$ cat src/rtl/ctrl_pkg.sv
// ctrl_pkg: shared types and constants for the multi-cycle controller.
//   state_e      FSM states (binary encoding)
//   ins_class_e  instruction classes produced by ctrl_decode
//   OP_*         RV32 opcode field values for the supported instructions
//   ALU_*        ALU op codes driven on op
//   PC_*         pc_sel codes
package ctrl_pkg;

  typedef enum logic [2:0] {
    S_IDLE   = 3'd0,
    S_FETCH  = 3'd1,
    S_DECODE = 3'd2,
    S_EXEC   = 3'd3,
    S_MEM    = 3'd4,
    S_WB     = 3'd5,
    S_HALT   = 3'd6,
    S_ERR    = 3'd7
  } state_e;

  typedef enum logic [2:0] {
    CL_R   = 3'd0,
    CL_I   = 3'd1,
    CL_LW  = 3'd2,
    CL_SW  = 3'd3,
    CL_BEQ = 3'd4,
    CL_JAL = 3'd5
  } ins_class_e;

  localparam logic [6:0] OP_R   = 7'h33;
  localparam logic [6:0] OP_I   = 7'h13;
  localparam logic [6:0] OP_LW  = 7'h03;
  localparam logic [6:0] OP_SW  = 7'h23;
  localparam logic [6:0] OP_BEQ = 7'h63;
  localparam logic [6:0] OP_JAL = 7'h6F;

  localparam logic [2:0] ALU_AND = 3'b000;
  localparam logic [2:0] ALU_OR  = 3'b001;
  localparam logic [2:0] ALU_ADD = 3'b010;
  localparam logic [2:0] ALU_SUB = 3'b110;
  localparam logic [2:0] ALU_SLT = 3'b111;

  localparam logic [1:0] PC_PLUS4  = 2'b00;
  localparam logic [1:0] PC_BRANCH = 2'b01;
  localparam logic [1:0] PC_JUMP   = 2'b10;

endpackage

$ cat src/rtl/multicycle_ctrl_if.sv
// multicycle_ctrl_if: bundle between the controller and the datapath.
//   run, ins, zero, mem_ready           datapath/system -> controller
//   pc_init, IRWrite, PCWrite, pc_sel,
//   RegWrite, ALUSrc, MemRead, MemWrite,
//   Mem2Reg, op, busy, halted, illegal  controller -> datapath/system
//   retired                             retired-instruction count, present only
//                                       when CTRL_INSCOUNT_EN is defined
// Modports: master = controller side, slave = datapath side.
interface multicycle_ctrl_if;
  logic        run;
  logic [31:0] ins;
  logic        zero;
  logic        mem_ready;
  logic [31:0] pc_init;
  logic        IRWrite;
  logic        PCWrite;
  logic [1:0]  pc_sel;
  logic        RegWrite;
  logic        ALUSrc;
  logic        MemRead;
  logic        MemWrite;
  logic        Mem2Reg;
  logic [2:0]  op;
  logic        busy;
  logic        halted;
  logic        illegal;
`ifdef CTRL_INSCOUNT_EN
  logic [31:0] retired;
`endif

  modport master (
    input  run, ins, zero, mem_ready,
`ifdef CTRL_INSCOUNT_EN
    output retired,
`endif
    output pc_init, IRWrite, PCWrite, pc_sel, RegWrite, ALUSrc,
    output MemRead, MemWrite, Mem2Reg, op, busy, halted, illegal
  );

  modport slave (
    output run, ins, zero, mem_ready,
`ifdef CTRL_INSCOUNT_EN
    input  retired,
`endif
    input  pc_init, IRWrite, PCWrite, pc_sel, RegWrite, ALUSrc,
    input  MemRead, MemWrite, Mem2Reg, op, busy, halted, illegal
  );
endinterface

$ cat src/rtl/ctrl_decode.sv
// ctrl_decode: combinational instruction decoder.
//   opcode/funct3/funct7  in   instruction fields
//   cls                   out  instruction class
//   alu_op                out  ALU op the instruction needs in EXEC
//   legal                 out  0 for unknown opcodes and unsupported R-type functs
module ctrl_decode
  import ctrl_pkg::*;
(
  input  logic [6:0] opcode,
  input  logic [2:0] funct3,
  input  logic [6:0] funct7,
  output ins_class_e cls,
  output logic [2:0] alu_op,
  output logic       legal
);

  always_comb begin
    cls    = CL_R;
    alu_op = ALU_ADD;
    legal  = 1'b1;
    case (opcode)
      OP_R: begin
        cls = CL_R;
        case (funct3)
          3'b000: begin
            if (funct7 == 7'h00)      alu_op = ALU_ADD;
            else if (funct7 == 7'h20) alu_op = ALU_SUB;
            else                      legal  = 1'b0;
          end
          3'b111: begin
            alu_op = ALU_AND;
            legal  = (funct7 == 7'h00);
          end
          3'b110: begin
            alu_op = ALU_OR;
            legal  = (funct7 == 7'h00);
          end
          3'b010: begin
            alu_op = ALU_SLT;
            legal  = (funct7 == 7'h00);
          end
          default: legal = 1'b0;
        endcase
      end
      OP_I:    cls = CL_I;
      OP_LW:   cls = CL_LW;
      OP_SW:   cls = CL_SW;
      OP_BEQ: begin
        cls    = CL_BEQ;
        alu_op = ALU_SUB;  // compare by subtraction; zero flag decides
      end
      OP_JAL:  cls = CL_JAL;
      default: legal = 1'b0;
    endcase
  end

endmodule

$ cat src/rtl/multicycle_ctrl.sv
// multicycle_ctrl: multi-cycle control FSM for the IF/ID/EX/DM/WB datapath.
//   clk    in  rising-edge clock
//   reset  in  synchronous active-high reset
//   bus    multicycle_ctrl_if.master: run/ins/zero/mem_ready in; pc_init,
//          IRWrite, PCWrite, pc_sel, RegWrite, ALUSrc, MemRead, MemWrite,
//          Mem2Reg, op, busy, halted, illegal out.
// Optional feature: define CTRL_INSCOUNT_EN to add bus.retired, a wrapping
// count of PCWrite cycles cleared by reset.
// Outputs are registered alongside the state; the only exceptions are the
// beq target select (needs this cycle's zero flag) and the sw PC commit
// (needs this cycle's mem_ready), which are folded in combinationally.
module multicycle_ctrl
  import ctrl_pkg::*;
#(
  parameter logic [31:0] RESET_PC = 32'h0000_0028,
  parameter logic [31:0] HALT_INS = 32'h0000_0073
) (
  input logic clk,
  input logic reset,
  multicycle_ctrl_if.master bus
);

  state_e     state_reg;
  ins_class_e dec_class;
  logic [2:0] dec_op;
  logic       dec_legal;

  logic       ir_write_reg, pc_write_reg, reg_write_reg, alu_src_reg;
  logic       mem_read_reg, mem_write_reg, mem2reg_reg;
  logic       busy_reg, halted_reg, illegal_reg;
  logic       beq_exec_reg;  // in EXEC with a beq: pc_sel follows zero
  logic       sw_mem_reg;    // in MEM with a sw: PCWrite follows mem_ready
  logic [1:0] pc_sel_reg;
  logic [2:0] op_reg;
  logic       pc_write;

  ctrl_decode u_decode (
    .opcode (bus.ins[6:0]),
    .funct3 (bus.ins[14:12]),
    .funct7 (bus.ins[31:25]),
    .cls    (dec_class),
    .alu_op (dec_op),
    .legal  (dec_legal)
  );

  always_ff @(posedge clk) begin
    if (reset) begin
      state_reg     <= S_IDLE;
      ir_write_reg  <= 1'b0;
      pc_write_reg  <= 1'b0;
      pc_sel_reg    <= PC_PLUS4;
      reg_write_reg <= 1'b0;
      alu_src_reg   <= 1'b0;
      mem_read_reg  <= 1'b0;
      mem_write_reg <= 1'b0;
      mem2reg_reg   <= 1'b0;
      op_reg        <= ALU_ADD;
      busy_reg      <= 1'b0;
      halted_reg    <= 1'b0;
      illegal_reg   <= 1'b0;
      beq_exec_reg  <= 1'b0;
      sw_mem_reg    <= 1'b0;
    end else begin
      // Every output is a pulse of the state being entered; start from idle values.
      ir_write_reg  <= 1'b0;
      pc_write_reg  <= 1'b0;
      pc_sel_reg    <= PC_PLUS4;
      reg_write_reg <= 1'b0;
      alu_src_reg   <= 1'b0;
      mem_read_reg  <= 1'b0;
      mem_write_reg <= 1'b0;
      mem2reg_reg   <= 1'b0;
      op_reg        <= ALU_ADD;
      busy_reg      <= 1'b0;
      halted_reg    <= 1'b0;
      illegal_reg   <= 1'b0;
      beq_exec_reg  <= 1'b0;
      sw_mem_reg    <= 1'b0;
      case (state_reg)
        S_IDLE: begin
          if (bus.run) begin
            state_reg    <= S_FETCH;
            ir_write_reg <= 1'b1;
            busy_reg     <= 1'b1;
          end
        end
        S_FETCH: begin
          state_reg <= S_DECODE;
          busy_reg  <= 1'b1;
        end
        S_DECODE: begin
          if (bus.ins == HALT_INS) begin
            state_reg  <= S_HALT;
            halted_reg <= 1'b1;
          end else if (!dec_legal) begin
            state_reg   <= S_ERR;
            illegal_reg <= 1'b1;
          end else begin
            state_reg    <= S_EXEC;
            busy_reg     <= 1'b1;
            op_reg       <= dec_op;
            alu_src_reg  <= (dec_class == CL_I) || (dec_class == CL_LW) ||
                            (dec_class == CL_SW);
            pc_write_reg <= (dec_class == CL_BEQ);
            beq_exec_reg <= (dec_class == CL_BEQ);
          end
        end
        S_EXEC: begin
          busy_reg <= 1'b1;
          case (dec_class)
            CL_BEQ: begin
              state_reg    <= S_FETCH;
              ir_write_reg <= 1'b1;
            end
            CL_LW: begin
              state_reg    <= S_MEM;
              mem_read_reg <= 1'b1;
            end
            CL_SW: begin
              state_reg     <= S_MEM;
              mem_write_reg <= 1'b1;
              sw_mem_reg    <= 1'b1;
            end
            default: begin
              state_reg     <= S_WB;
              reg_write_reg <= 1'b1;
              pc_write_reg  <= 1'b1;
              pc_sel_reg    <= (dec_class == CL_JAL) ? PC_JUMP : PC_PLUS4;
            end
          endcase
        end
        S_MEM: begin
          busy_reg <= 1'b1;
          if (!bus.mem_ready) begin
            // Stall: keep the memory strobe asserted.
            mem_read_reg  <= mem_read_reg;
            mem_write_reg <= mem_write_reg;
            sw_mem_reg    <= sw_mem_reg;
          end else if (mem_read_reg) begin
            state_reg     <= S_WB;
            reg_write_reg <= 1'b1;
            mem2reg_reg   <= 1'b1;
            pc_write_reg  <= 1'b1;
          end else begin
            state_reg    <= S_FETCH;
            ir_write_reg <= 1'b1;
          end
        end
        S_WB: begin
          state_reg    <= S_FETCH;
          ir_write_reg <= 1'b1;
          busy_reg     <= 1'b1;
        end
        S_HALT: halted_reg  <= 1'b1;
        S_ERR:  illegal_reg <= 1'b1;
      endcase
    end
  end

  assign pc_write = pc_write_reg | (sw_mem_reg & bus.mem_ready);

  assign bus.pc_init  = RESET_PC;
  assign bus.IRWrite  = ir_write_reg;
  assign bus.PCWrite  = pc_write;
  assign bus.pc_sel   = (beq_exec_reg && bus.zero) ? PC_BRANCH : pc_sel_reg;
  assign bus.RegWrite = reg_write_reg;
  assign bus.ALUSrc   = alu_src_reg;
  assign bus.MemRead  = mem_read_reg;
  assign bus.MemWrite = mem_write_reg;
  assign bus.Mem2Reg  = mem2reg_reg;
  assign bus.op       = op_reg;
  assign bus.busy     = busy_reg;
  assign bus.halted   = halted_reg;
  assign bus.illegal  = illegal_reg;

`ifdef CTRL_INSCOUNT_EN
  logic [31:0] retired_reg;

  always_ff @(posedge clk) begin
    if (reset)         retired_reg <= 32'd0;
    else if (pc_write) retired_reg <= retired_reg + 32'd1;
  end

  assign bus.retired = retired_reg;
`endif

endmodule
$ cat src/flat_wrapper.sv
// flat-port wrapper written by rule: the top's interface ports become plain ports
module multicycle_ctrl_flat import ctrl_pkg::*;
#(
  parameter logic [31:0] RESET_PC = 32'h0000_0028,
  parameter logic [31:0] HALT_INS = 32'h0000_0073
)
  (clk, reset, bus_run, bus_ins, bus_zero, bus_mem_ready, bus_pc_init, bus_IRWrite, bus_PCWrite, bus_pc_sel, bus_RegWrite, bus_ALUSrc, bus_MemRead, bus_MemWrite, bus_Mem2Reg, bus_op, bus_busy, bus_halted, bus_illegal);
  multicycle_ctrl_if bus_i ();
  input logic clk;
  input logic reset;
  input wire logic [$bits(bus_i.run)-1:0] bus_run;
  input wire logic [$bits(bus_i.ins)-1:0] bus_ins;
  input wire logic [$bits(bus_i.zero)-1:0] bus_zero;
  input wire logic [$bits(bus_i.mem_ready)-1:0] bus_mem_ready;
  output wire logic [$bits(bus_i.pc_init)-1:0] bus_pc_init;
  output wire logic [$bits(bus_i.IRWrite)-1:0] bus_IRWrite;
  output wire logic [$bits(bus_i.PCWrite)-1:0] bus_PCWrite;
  output wire logic [$bits(bus_i.pc_sel)-1:0] bus_pc_sel;
  output wire logic [$bits(bus_i.RegWrite)-1:0] bus_RegWrite;
  output wire logic [$bits(bus_i.ALUSrc)-1:0] bus_ALUSrc;
  output wire logic [$bits(bus_i.MemRead)-1:0] bus_MemRead;
  output wire logic [$bits(bus_i.MemWrite)-1:0] bus_MemWrite;
  output wire logic [$bits(bus_i.Mem2Reg)-1:0] bus_Mem2Reg;
  output wire logic [$bits(bus_i.op)-1:0] bus_op;
  output wire logic [$bits(bus_i.busy)-1:0] bus_busy;
  output wire logic [$bits(bus_i.halted)-1:0] bus_halted;
  output wire logic [$bits(bus_i.illegal)-1:0] bus_illegal;
  assign bus_i.run = bus_run;
  assign bus_i.ins = bus_ins;
  assign bus_i.zero = bus_zero;
  assign bus_i.mem_ready = bus_mem_ready;
  assign bus_pc_init = bus_i.pc_init;
  assign bus_IRWrite = bus_i.IRWrite;
  assign bus_PCWrite = bus_i.PCWrite;
  assign bus_pc_sel = bus_i.pc_sel;
  assign bus_RegWrite = bus_i.RegWrite;
  assign bus_ALUSrc = bus_i.ALUSrc;
  assign bus_MemRead = bus_i.MemRead;
  assign bus_MemWrite = bus_i.MemWrite;
  assign bus_Mem2Reg = bus_i.Mem2Reg;
  assign bus_op = bus_i.op;
  assign bus_busy = bus_i.busy;
  assign bus_halted = bus_i.halted;
  assign bus_illegal = bus_i.illegal;
  multicycle_ctrl #(.RESET_PC(RESET_PC), .HALT_INS(HALT_INS)) u_core (.clk(clk), .reset(reset), .bus(bus_i));
endmodule
$ cat config.mk
export PLATFORM = sky130hd
export DESIGN_NAME = multicycle_ctrl_flat
export DESIGN_NICKNAME = d
export VERILOG_FILES = /design/src/rtl/ctrl_pkg.sv /design/src/rtl/multicycle_ctrl_if.sv /design/src/rtl/ctrl_decode.sv /design/src/rtl/multicycle_ctrl.sv /design/src/flat_wrapper.sv
export SDC_FILE = /design/constraint.sdc
export NUM_CORES = 1
export LEC_CHECK = 0
export CORE_MARGIN = 2
export CORE_UTILIZATION = 66
export CTS_BUF_LIST = sky130_fd_sc_hd__clkbuf_4 sky130_fd_sc_hd__clkbuf_8 sky130_fd_sc_hd__clkbuf_16
export DETAILED_ROUTE_END_ITERATION = 16
export DONT_BUFFER_PORTS = 1
export GPL_ROUTABILITY_DRIVEN = 0
export PLACE_DENSITY = 0.92
export SLEW_MARGIN = 20
export SYNTH_ARGS = -nofsm -noshare
export SYNTH_HDL_FRONTEND = slang
export SYNTH_SLANG_ARGS = --single-unit
export TNS_END_PERCENT = 50
$ cat constraint.sdc
create_clock -name clk -period 3.6 [get_ports clk]
set_clock_uncertainty 0.05 [all_clocks]
set_input_delay 0.72 -clock clk [delete_from_list [all_inputs] [get_ports clk]]
set_output_delay 0.72 -clock clk [all_outputs]
set_load 0.03 [all_outputs]
After elaboration in Yosys (flattened, before gate mapping)
Index checks and enable logic that the tools add are counted.
{ "word_totals": {"mem_bits_rw": 0, "wordCells": 105, "register_bits": 19, "mem_count": 0, "latchBits": 0, "output_inout_bits": 47, "rom_bits": 0} }
{ "classes": {"multipliers": 0, "n_addsub": 0, "n_lt_le_gt_ge": 0, "n_mux": 43, "eq_ne": 25, "n_bitwise": 6, "n_div": 0, "n_reduce_logical": 17, "shifts": 0} }
{ "ops": {"columns": ["operator", "count"], "rows": [
  ["== test 32 x 7 -> 1 bit (second input constant)", 1],
  ["== test 3 bit (second input constant)", 8],
  ["== test 7 x 6 -> 1 bit (second input constant)", 3],
  ["two-way mux 3 bit", 7],
  ["two-way mux 1 bit", 19],
  ["one-hot mux 3 bit (6 select lines)", 1],
  ["== test 3 x 2 -> 1 bit (second input constant)", 5],
  ["one-hot mux 3 bit (5 select lines)", 1],
  ["== test 7 bit (second input constant)", 2],
  ["one-hot mux 1 bit (2 select lines)", 7],
  ["one-hot mux 3 bit (2 select lines)", 2],
  ["one-hot mux 3 bit (4 select lines)", 1],
  ["OR reduction 5 bit", 2],
  ["OR reduction 4 bit", 2],
  ["== test 7 x 2 -> 1 bit (second input constant)", 1],
  ["== test 7 x 5 -> 1 bit (second input constant)", 1],
  ["zero test 7 bit", 1],
  ["== test 3 x 1 -> 1 bit (second input constant)", 2],
  ["zero test 3 bit", 2],
  ["one-hot mux 1 bit (3 select lines)", 2],
  ["nonzero test 6 bit", 1],
  ["OR reduction 2 bit", 3],
  ["OR reduction 3 bit", 2],
  ["two-way mux 2 bit", 2],
  ["other kinds (8)", 13]
]} }

Logic depth before layout (Yosys ltp)
Gate-level depths: netlist of the first run.
{ "logic_depth": {"ltp_word": 8, "depth_mapped": 6, "depth_no_buf": 4} }

Hierarchy
From an unflattened synthesis of the first run, not the netlist that was laid out.
{ "hier_totals": {"cells_unflattened": 161, "area_unflattened_um2": 1315.0} }
{ "modules_own_cells": {"columns": ["module", "cells_per_inst", "seq_area_each_um2", "area_per_inst_um2", "instances"], "rows": [
  ["multicycle_ctrl", 133, 360.3, 1112.3, 1],
  ["ctrl_decode", 28, 0.0, 202.7, 1]
]} }

Least setup slack after synthesis of the first run
Ideal clock, no wire load.
{ "synth_timing": {"path_kind": "input port to output port", "start": "input bus_zero", "end": "output bus_pc_sel[1]", "stages": 2, "t_arrival_ps": 1441, "setup_slack_ps": 1389, "n_path_buf": 0, "path_cell_list": "and2_1 > nor2b_1"} }
{ "synth_via": {"elab_chain_cells": 2} }
{ "synth_rtl": {"columns": ["item", "line", "source"], "rows": [
  ["from (decl)", "flat_wrapper.sv:13", "input wire logic [$bits(bus_i.zero)-1:0] bus_zero;"],
  ["logical AND 1 bit", "multicycle_ctrl.sv:165", "assign bus.pc_sel = (beq_exec_reg && bus.zero) ? PC_BRANCH : pc_sel_reg;"],
  ["two-way mux 2 bit", "multicycle_ctrl.sv:165", null],
  ["to (decl)", "flat_wrapper.sv:18", "output wire logic [$bits(bus_i.pc_sel)-1:0] bus_pc_sel;"]
]} }
Every way passes these cells.

Worst setup path in the final report of the first run
Ends and elaborated chain as after synthesis.

==> metrics.txt, run 1 <==
initial antenna violation count=0; Power Total=0.584 mW; Pre-antenna DRT Iters=4; post-route minimum period=2.23 ns; CP top delay family=simple AND/OR/NAND/NOR gates; vias in the first global route=701; Max stage delay on crit path=0.51 ns; final hold violation count=0; n_diodes=0; largest net degree at the start of global routing=15; share of layout cells above drive strength 1=0.0769; top-area cell type share of the netlist area=0.289; hold-fix buffers at CTS=0; final setup vio count=0; DRT iter0 DRCs=27; floorplan row count=15; Worst Hold Class=input port to register; first-pass GRT wire length=2970 um; Post-CTS Setup Inserts=0; Post-synth EDFFs=0; fin area=0.00115 mm2; main area contributors after synthesis=dfxtp_1 (29%), buf_4 (19%), nor2_1 (3.6%); startpoint types=input port; Sink Count=18; Layout area overhead=-8.22%; CTS root buffer=clkbuf_4; Levels on crit path=2; gr usage total=0.189; global route overflow=0; Port-buffer cells=0; placed cells=164; detailed-placement wirelength estimate=1750 um; Clock Pin Slew Worst Setup and Hold Paths=0.10 ns; worst vdd ir=0.301 mV; CTS resizes=0; mean routed wirelength per cell=13.6 um; CTS buffer count=3; Worst Reg2Reg Path Length in Cells=4; measured slew at the worst slew-check pin=0.572 ns; synthesized area=0.00125 mm2; final period utilization=0.618; Placed Area=0.00111 mm2; post-synth cell types=48; Crit. End Element=primary output; Non-Filler Instances=168; syn_area_per_cell=8.44 um2; CP Data Arrival Time=1.46 ns; nets@finish=181; cell taking the most area after synthesis=dfxtp_1; worst setup path start=bus_zero; detailed-route DRC error count=0; ys async rst share=0; Max clock buf depth=2; post-route setup TNS=0 ns; Mapped Cells=148; CP Class=input port to primary output; PwrDens=509 mW/mm2; routed vias=951; full die area=0.00226 mm2; CP required=2.83 ns; antenna-violating nets left=0; Max FO, Critical Path=2; sequential-to-total area share from yosys stat=0.289; Top FF cell, synth=dfxtp_1; Die Width=47.5 um; H-tree depth=1; R2R Path Start=u_core.state_reg[1]; Worst-Skew Late Latency=0.29 ns; CP Cell Sequence=and2_1 > nor2b_1; Max-slew headroom=0.618; height of the die=47.5 um; number of fill cells=157; Max Slew Vio Count=0; Core Area=0.00175 mm2; TritonCTS clock tree=built; Hold Slack=0.434 ns; f_max=0.449 GHz; Worst Hold Launch=reset; outcome=complete, no violations; P_leak=0.468 nW; Crit path buffers/inverters=0; final WL=2280 um; Worst path slowest cell=nor2b_1; maxcap violations=0; drt via density=5.66; RSZ-0062 raised after global routing=false; Initial Util=0.715; # IOs=84; total of warnings raised by yosys=0; Hold Path Depth=1; flops & latches, synth=18
power by group:
group / leakage (nW) / internal [mW] / switching, mW
registers: 0.146 / 0.227 / 0.0764
clock network: 0.0210 / 0.0616 / 0.0618
logic: 0.301 / 0.0571 / 0.0994
total: 0.468 / 0.346 / 0.238
through the flow:
stage,util,worst slack [ns]
finish,0.657,1.37
global route,0.657,1.34
CTS,0.657,1.37
detailed placement,0.636,1.37
global placement,0.636,1.37
floorplan,-,1.39
synthesized netlist by cell type (all sizes together), types with 3 or more instances:
master and instances:
dfxtp 18, nor2 12, nand3 5, o21ai 4, inv 3, nand4 3, clkbuf 3, nor4 5
nor2b 5, buf 36, nor3 3, or3 5, nand2 8
logic make-up (layout without fill, tap and decap cells):
group | Yosys count | count (layout) | share of synthesized area
and+or+nand+nor | 61 | 61 | 0.309
DFF | 18 | 18 | 0.289
muxes | 2 | 2 | 0.0160
xor gates and xnor gates | 1 | 1 | 0.00702
AOI/OAI and AO/OA | 22 | 22 | 0.138
other | 2 | 32 | 0.00601
buffers and inverters | 42 | 7 | 0.235
final cells by class:
type | count | area, um2 | share of cell area
clock buffer | 4 | 36.3 | 0.0317
inverter | 3 | 11.3 | 0.00983
multi-input combinational | 118 | 707 | 0.617
sequential | 18 | 360 | 0.314
tap | 25 | 31.3 | 0.0273
worst paths after layout:
| path | slack, ns | to |
|---|---|---|
| min | 0.43 | u_core.state_reg[0] |
| max | 1.37 | bus_pc_sel[1] |
| min reg2reg | 0.57 | u_core.pc_sel_reg[1] |
| max reg2reg | 1.89 | u_core.bus.op[1] |
cells in the final DEF (no fill, tap or decap), types with 2 or more instances in the layout:
master     n
inv_1      3
nor4_1     3
mux2i_1    2
nor2b_1    5
o21ai_0    4
nor2_1    12
a32oi_1    2
conb_1    32
nand4b_1   2
clkbuf_4   3
nand3_1    5
nor3_1     3
and3b_1    2
or3_1      5
dfxtp_1   18
a21oi_1    2
nor4_2     2
and2_1     2
nand4_1    3
nand2_1    8
routing by layer:
layer | share of wire | vias up | global-route usage
li1 | - | 456 | -
met1 | 0.39 | 429 | 0.245
met2 | 0.48 | 64 | 0.273
met3 | 0.12 | 2 | 0.0679
met4 | 0.0053 | 0 | 0.106
met5 | 0 | - | 0
No activity file was read; power rests on OpenSTA's default activity.
==> run 2, diff against run 1 <==
CORE_UTILIZATION = 56   (was 66)
PLACE_DENSITY = 0.84   (was 0.92)
clock period = 2 ns   (was 3.6 ns; I/O delays follow)
==> run 2 against run 1 <==
  * Wire length is 4.4% higher
  * Sequential share of layout area is 0.51 points lower
  * Worst hold slack worse by 0.32 ns
  * Register-to-register slack worse by 1.5 ns
  * Count of clock-buffer cells in the layout stayed put
  * Non-clock buffer count is 2 higher
  * Global-route usage is 0.94 points lower
  * Total power is 81% higher
  * Critical path depth is 1 higher
  * Flip-flop and latch count stayed put
  * Core utilization is 12 points lower
==> metrics.txt, run 2 (synthesis gave the netlist of run 1 again) <==
outcome=complete, no violations; final period utilization=0.819; post-route setup TNS=0 ns; routed vias=964; n_diodes=0; height of the die=51.2 um; detailed-route DRC error count=0; CTS resizes=0; Internal=0.630 mW; largest net degree at the start of global routing=15; Die Width=51.2 um; final setup vio count=0; hold-fix buffers at CTS=0; combinational power share=0.287; final WL=2380 um; TritonCTS clock tree=built; M3 GR Usage=0.0146; CP required=1.55 ns; sequential power share=0.504; Max-slew headroom=0.635; Placed Area=0.00113 mm2; Core Area=0.00217 mm2; RR Endpoint=u_core.bus.op[1]; Clk pwr share=0.209; Hold Path Depth=1; leading cell type in the layout, fill and taps excluded=conb_1; share of layout cells above drive strength 1=0.0897; initial antenna violation count=0; sw frac=0.402; DRT iter0 DRCs=32; number of fill cells=202; Crit path buffers/inverters=1; gr busiest metal=met2; worst setup path start=u_core.beq_exec_reg; # IOs=84; R2R Path Start=u_core.state_reg[2]; CP Cell Sequence=and2_1 > nor2b_1 > buf_4; Worst Reg2Reg Path Length in Cells=3; Max stage delay on crit path=0.32 ns; drt via density=5.57; Port-buffer cells=0; nets@finish=183; Max FO, Critical Path=2; CP Data Arrival Time=1.19 ns; full die area=0.00262 mm2; Net Switching=0.424 mW; Crit. End Element=primary output; detailed-placement wirelength estimate=1930 um; gr usage total=0.180; Worst path slowest cell=dfxtp_1; met1 usage=0.208; Min-Delay Endpoint=u_core.sw_mem_reg; mean routed wirelength per cell=13.8 um; PwrDens=905 mW/mm2; fin area=0.00116 mm2; most frequent cells in the layout=conb_1 (32), dfxtp_1 (18), nor2_1 (12); maxcap violations=0; GR Layer Usage met2=0.335; Pre-antenna DRT Iters=4; Initial Util=0.576; final hold violation count=0; startpoint types=register; floorplan row count=17; H-tree depth=1; P_leak=0.479 nW; CP top delay family=simple AND/OR/NAND/NOR gates; vias in the first global route=781; CP Class=register to primary output; Layout area overhead=-6.71%; reg2reg setup slack=0.43 ns; Worst-Skew Late Latency=0.29 ns; Post-CTS Setup Inserts=0; measured slew at the worst slew-check pin=0.541 ns; post-route minimum period=1.64 ns; Sink Count=18; Clock Pin Slew Worst Setup and Hold Paths=0.10 ns; CTS buffer count=3; RSZ-0062 raised after global routing=false; global route overflow=0; Worst Hold Class=input port to register; antenna-violating nets left=0; Max Slew Vio Count=0; first-pass GRT wire length=3530 um; final core occ=0.537; Worst Hold Launch=reset; worst vdd ir=0.585 mV; Max clock buf depth=2; CTS root buffer=clkbuf_4; f_max=0.611 GHz
## run 2: worst max path at each step
stage                                     end  slack (ns)  cells after the start
final                           bus_pc_sel[1]        0.36                      3
after global routing            bus_pc_sel[1]        0.32                      3
after CTS                       bus_pc_sel[1]        0.35                      3
after detailed placement  u_core.state_reg[0]        0.16                      4
after global placement    u_core.state_reg[0]        0.22                      4
after floorplan           u_core.state_reg[0]        0.27                      4
## run 2: cell type report
type                    count  area [um2]  area share
clock buffers               4        36.3      0.0311
well taps                  28        35.0      0.0301
repair buffers              2        15.0      0.0129
inverters                   3        11.3     0.00967
multi-input cells         118         707       0.607
flip-flops and latches     18         360       0.309
## run 2: per-layer routing
layer / vias up / wire length, um
met5: - / 0
met4: 0 / 12
met3: 2 / 228
met2: 63 / 1220
met1: 443 / 926
li1: 456 / -
## run 2: power groups by stage
stage	clock network [mW]	registers [mW]	logic (mW)
5_1_grt	0.239	0.540	0.333
4_1_cts	0.227	0.529	0.302
2_1_floorplan	0	0.493	0.381
6_report	0.220	0.531	0.303
3_5_place_dp	0	0.538	0.299
3_3_place_gp	0	0.537	0.295
## run 2: through the flow
step                setup WS [ns]  cells  hold WS (ns)  power (mW)
floorplan                   0.270    178         0.422       0.875
global placement            0.222    169         0.422       0.832
detailed placement          0.161    169         0.424       0.837
CTS                         0.354    173         0.105        1.06
global route                0.318    173        0.0974        1.11
finish                      0.362    173         0.116        1.05
